[config.mk]
export PLATFORM = sky130hd
export DESIGN_NAME = mb_pattern_generator
export DESIGN_NICKNAME = d
export VERILOG_FILES = /design/src/rtl/mb_pattern_generator.sv
export SDC_FILE = /design/constraint.sdc
export NUM_CORES = 2
export LEC_CHECK = 0
export ABC_AREA = 1
export CORE_MARGIN = 2
export CORE_UTILIZATION = 60
export DETAILED_ROUTE_END_ITERATION = 8
export PLACE_DENSITY = 0.81
export SLEW_MARGIN = 20
export SYNTH_ARGS = -nofsm -noshare
export SYNTH_HDL_FRONTEND = slang
export SYNTH_SLANG_ARGS = --single-unit
[constraint.sdc]
create_clock -name i_clk -period 4.2 [get_ports i_clk]
set_input_delay 0.84 -clock i_clk [delete_from_list [all_inputs] [get_ports i_clk]]
set_output_delay 0.84 -clock i_clk [all_outputs]
set_load 0.005 [all_outputs]
[src/rtl/mb_pattern_generator.sv]
// Receive-side expected-data source for mainband training: a per-lane 23-bit LFSR
// scrambler stream or a static per-lane ID word, advanced only on received beats.
module mb_pattern_generator #(
  parameter int WIDTH = 32,
  parameter int LANES = 16
) (
  input  logic                   i_clk,
  input  logic                   i_rst_n,
  input  logic [1:0]             i_state,
  input  logic                   i_data_valid,
  input  logic [15:0]            i_burst_len,
  output logic [LANES*WIDTH-1:0] o_gen_data,
  output logic                   o_gen_valid,
  output logic                   o_burst_done,
  output logic [15:0]            o_beat_count
);

  typedef enum logic [1:0] {
    ST_IDLE    = 2'b00,
    ST_CLEAR   = 2'b01,
    ST_PATTERN = 2'b10,
    ST_LANE_ID = 2'b11
  } mode_e;

  function automatic logic [22:0] lane_seed(input int lane);
    case (lane % 8)
      0:       return 23'h1DBFBC;
      1:       return 23'h0607BB;
      2:       return 23'h1EC760;
      3:       return 23'h18C0DB;
      4:       return 23'h010F12;
      5:       return 23'h19CFC9;
      6:       return 23'h0277CE;
      default: return 23'h1BB807;
    endcase
  endfunction

  mode_e       mode;
  logic        clear;
  logic        beat_ok;
  logic        take_lfsr;
  logic        take_id;
  logic        gen_valid_q, gen_valid_d;
  logic        burst_done_q, burst_done_d;
  logic        done_q, done_d;
  logic [15:0] beat_count_q, beat_count_d;

  assign mode      = mode_e'(i_state);
  assign clear     = (mode == ST_CLEAR);
  // A beat is consumed only in a generating mode and only until the burst has ended.
  assign beat_ok   = i_data_valid && !done_q && (mode == ST_PATTERN || mode == ST_LANE_ID);
  assign take_lfsr = beat_ok && (mode == ST_PATTERN);
  assign take_id   = beat_ok && (mode == ST_LANE_ID);

  for (genvar gi = 0; gi < LANES; gi++) begin : g_lane
    localparam logic [22:0] SEED    = lane_seed(gi);
    localparam logic [7:0]  LANE_ID = 8'(gi);

    logic [22:0]      lfsr_q, lfsr_d, lfsr_adv;
    logic [WIDTH-1:0] prbs_word;
    logic [WIDTH-1:0] id_word;
    logic [WIDTH-1:0] data_q, data_d;

    assign id_word = {(WIDTH/16){4'hA, LANE_ID, 4'hA}};

    // Word bit k is the k-th serial output bit, so bit 0 is sent first.
    always_comb begin
      logic [22:0] s;
      s         = lfsr_q;
      prbs_word = '0;
      for (int k = 0; k < WIDTH; k++) begin
        prbs_word[k] = s[22];
        s = {s[21:0], s[22] ^ s[20] ^ s[15] ^ s[7] ^ s[4] ^ s[1]};
      end
      lfsr_adv = s;
    end

    always_comb begin
      lfsr_d = lfsr_q;
      data_d = data_q;
      if (clear) begin
        lfsr_d = SEED;
        data_d = '0;
      end else if (take_lfsr) begin
        lfsr_d = lfsr_adv;
        data_d = prbs_word;
      end else if (take_id) begin
        data_d = id_word;
      end
    end

    always_ff @(posedge i_clk or negedge i_rst_n) begin
      if (!i_rst_n) begin
        lfsr_q <= SEED;
        data_q <= '0;
      end else begin
        lfsr_q <= lfsr_d;
        data_q <= data_d;
      end
    end

    assign o_gen_data[gi*WIDTH +: WIDTH] = data_q;
  end

  always_comb begin
    beat_count_d = beat_count_q;
    done_d       = done_q;
    gen_valid_d  = 1'b0;
    burst_done_d = 1'b0;
    if (clear) begin
      beat_count_d = '0;
      done_d       = 1'b0;
    end else if (beat_ok) begin
      gen_valid_d = 1'b1;
      // Saturating count; the burst ends only on the increment that lands on the length.
      if (beat_count_q != 16'hFFFF) begin
        beat_count_d = beat_count_q + 16'd1;
        if (i_burst_len != 16'd0 && beat_count_d == i_burst_len) begin
          burst_done_d = 1'b1;
          done_d       = 1'b1;
        end
      end
    end
  end

  always_ff @(posedge i_clk or negedge i_rst_n) begin
    if (!i_rst_n) begin
      gen_valid_q  <= 1'b0;
      burst_done_q <= 1'b0;
      done_q       <= 1'b0;
      beat_count_q <= '0;
    end else begin
      gen_valid_q  <= gen_valid_d;
      burst_done_q <= burst_done_d;
      done_q       <= done_d;
      beat_count_q <= beat_count_d;
    end
  end

  assign o_gen_valid  = gen_valid_q;
  assign o_burst_done = burst_done_q;
  assign o_beat_count = beat_count_q;

endmodule

==> qor.yml <==
run_status:
  status: "finished with violations"
  violations: "design-rule violations, negative setup slack"
routing:
  drt-initial-drc-count: 9249
  wl_per_cell_um: 20.3
  drc: 1
  drtPass1Iterations: 9
  totalWireLength_um: 305000
  final_antenna_net_count: 0
  vias: 89100
  viasPerCell: 5.93
critical_path:
  crit_top_cell: "nand2_2"
  reg2regPathDepth: 35
  startpoint_type: "flop"
  critPathCapture: "g_lane[7].lfsr_q[2]"
  crit_path_start: "g_lane[7].lfsr_q[22]"
  cp_slowest_stage_delay_ps: 380
  cp_slowest_cell: "dfrtp_1"
  r2r_start: "g_lane[7].lfsr_q[22]"
  crit_arrival_ps: 4960
  critPathCaptureType: "flop"
  r2r_setup_slack_ps: -120
  crit_type: "reg -> reg"
  path_max_fanout: 6
  required_ps: 4840
  r2r_end: "g_lane[7].lfsr_q[2]"
synthesis:
  async_flop_share_pct: 100
  avgSynthCellArea_um2: 6.83
  synthCells: 11700
  yosys_warnings: 0
  synth_area_um2: 80000
  ys_seq_area_share_pct: 28.4
  syn_nets: 11700
  synth_cell_types: 51
  synth_edf_count: 0
  ys.flop_type: "dfrtp_1"
  ys_ff_latch: 899
placement:
  routabilityCongestion: 1.00
  io_buffers: 550
  hpwl_um: 210000
  pre_cts_ws_ps: -230
timing:
  relSlewSlack_pct: 21.4
  worst_slew_pin_slew_ps: 1170
  setup_viol: 10
  rsz0062_at_grt: "true"
  fin_setup_tns_ps: -394
  min_period_ps: 4320
  fmax_mhz: 232
  layout_setup_ws_ps: -117
  final_hold_viol_count: 0
  finalClockSkew_ps: 49.4
  final.period_utilization_pct: 103
  finalMaxSlewViolations: 0
clocking:
  clkTransAtPathRegs_ps: 60
  clock_latency_ps: 760
  root_buffer: "clkbuf_16"
  cts.sinks: 899
  cts-buffers-inserted: 100
  clockBufferDepth: 3
  cts_max_level: 3
  cts_tree: "done"
grt:
  grt_max_degree: 172
  use_met1_pct: 49.2
  track_usage_pct: 39.1
  grt_pass1_wl_um: 428000
  antenna_found_initial: 3
  gr-total-overflow: 0
  globalRouteMet3Util_pct: 5.35
  met2_usage_pct: 64.8
  grt-busiest-layer: "met2"
  grt_pass1_vias: 78700
floorplanning:
  die_h_um: 369
  fp.dieW_um: 369
  io_pins: 551
  initial_core_util_pct: 60.2
  die-area_um2: 136000
  core_um2: 133000
  row_count: 134
finish:
  drive_gt1_share_pct: 33.7
  areaGrowthSynthToFinish_pct: 35.8
  diodes: 0
  fin_util_pct: 81.7
  layout.nets: 13200
min_path:
  hold_class: "in -> async"
run:
  cap_violations: 0
==> stage by stage <==
stage / cell area [µm²] / hold slack, ps / cells
2_1_floorplan: 80000 / 464 / 11700
3_3_place_gp: 91200 / 465 / 14300
3_5_place_dp: 91200 / 490 / 14300
4_1_cts: 95300 / 144 / 14500
5_1_grt: 109000 / 152 / 15000
6_report: 109000 / 138 / 15000
==> Yosys cell counts, types with 17 or more instances <==
| master | number | area (µm²) |
|---|---|---|
| a21oi_1 | 86 | 430 |
| a22oi_1 | 76 | 571 |
| buf_1 | 27 | 101 |
| buf_2 | 37 | 185 |
| buf_4 | 76 | 571 |
| buf_6 | 27 | 304 |
| clkbuf_1 | 231 | 867 |
| dfrtp_1 | 717 | 17900 |
| dfstp_2 | 182 | 4780 |
| inv_1 | 1082 | 4060 |
| inv_2 | 159 | 597 |
| nand2_1 | 3987 | 15000 |
| nand2_2 | 623 | 3900 |
| nand2_4 | 301 | 3390 |
| nand3_1 | 1871 | 9360 |
| nand3_2 | 260 | 2600 |
| nand3_4 | 82 | 1440 |
| nand3b_1 | 63 | 473 |
| nand4_1 | 17 | 106 |
| nor2_1 | 99 | 372 |
| o21ai_0 | 556 | 2780 |
| o22ai_1 | 117 | 732 |
| xnor2_1 | 381 | 3340 |
| xnor2_2 | 17 | 277 |
| xor2_1 | 510 | 4470 |
| xor2_2 | 27 | 439 |
==> cell families (layout without fill, tap and decap cells) <==
kind of cell	Yosys count	count (layout)	share of synthesized area (%)
fa+ha+maj	1	1	0.0156
flops	899	899	28.4
buf+inv	1654	3201	8.53
compound gates	901	901	6.29
xor+xnor	935	935	10.6
simple gates	7333	7334	46.1
==> registers in the layout, summed over array words and instances, names as in the netlist <==
register       flops
o_burst_done       1
o_gen_valid        1
done_q             1
o_beat_count      16
g_lane.data_q    512
g_lane.lfsr_q    368
==> worst min path at each step <==
stage                     slack, ps                    end  depth (start not counted)                start
after floorplan                 460                 done_q                          1               done_q
after global placement          460    g_lane[0].lfsr_q[5]                          2  g_lane[0].lfsr_q[5]
after detailed placement        490    g_lane[0].lfsr_q[5]                          2  g_lane[0].lfsr_q[5]
after CTS                       140  g_lane[10].data_q[26]                          1              i_rst_n
after global routing            150   g_lane[8].data_q[25]                          1              i_rst_n
final                           140   g_lane[8].data_q[25]                          1              i_rst_n
==> layout by cell type (no fill, tap or decap), types with 56 or more instances in the layout <==
| cell | instances |
|---|---|
| nand2_1 | 3063 |
| nand3_1 | 1570 |
| buf_4 | 1152 |
| nand2_2 | 1115 |
| inv_1 | 999 |
| dfrtp_1 | 703 |
| nand2_4 | 597 |
| o21ai_0 | 555 |
| clkdlybuf4s50_1 | 548 |
| xor2_1 | 476 |
| xnor2_1 | 346 |
| nand3_4 | 338 |
| nand3_2 | 305 |
| inv_2 | 226 |
| dfstp_2 | 182 |
| nand2_8 | 146 |
| o22ai_1 | 117 |
| clkbuf_16 | 103 |
| nor2_1 | 92 |
| a21oi_1 | 85 |
| a22oi_1 | 76 |
| nand3b_1 | 63 |
| xor2_2 | 56 |
==> cell type report <==
type / count / area, µm²
Multi-Input combinational cell: 9171 / 60200
Fill cell: 8600 / 24300
Sequential cell: 899 / 22700
Timing Repair Buffer: 1765 / 15200
Inverter: 1246 / 4740
Clock buffer: 137 / 2870
Tap cell: 1768 / 2210
Clock inverter: 53 / 669
==> routing by layer <==
metal / wire (µm) / up-vias / share of wire [%]
met3: 25500 / 1323 / 8.3
met1: 113000 / 42500 / 37
met2: 144000 / 4826 / 47
li1: - / 40500 / -
met5: 27 / - / 0.0088
met4: 22200 / 4 / 7.3
==> critical path: cells and delay by family (launching register included) <==
family                 cells  cell delay, ps
flip-flops                 1             380
AND/OR/NAND/NOR           27            2720
AO/OA/AOI/OAI              2             240
buffers and inverters      6             830
==> timing repair <==
action,CTS,global route
cloned,0,1
buffers inserted,23,508
setup endpoints to repair,47,136
hold buffers,0,0
gates resized for setup,96,2173
pin swaps,19,887
Power is not shown: default switching activity piles up to over one toggle a cycle in this logic, so the estimate is an artifact.
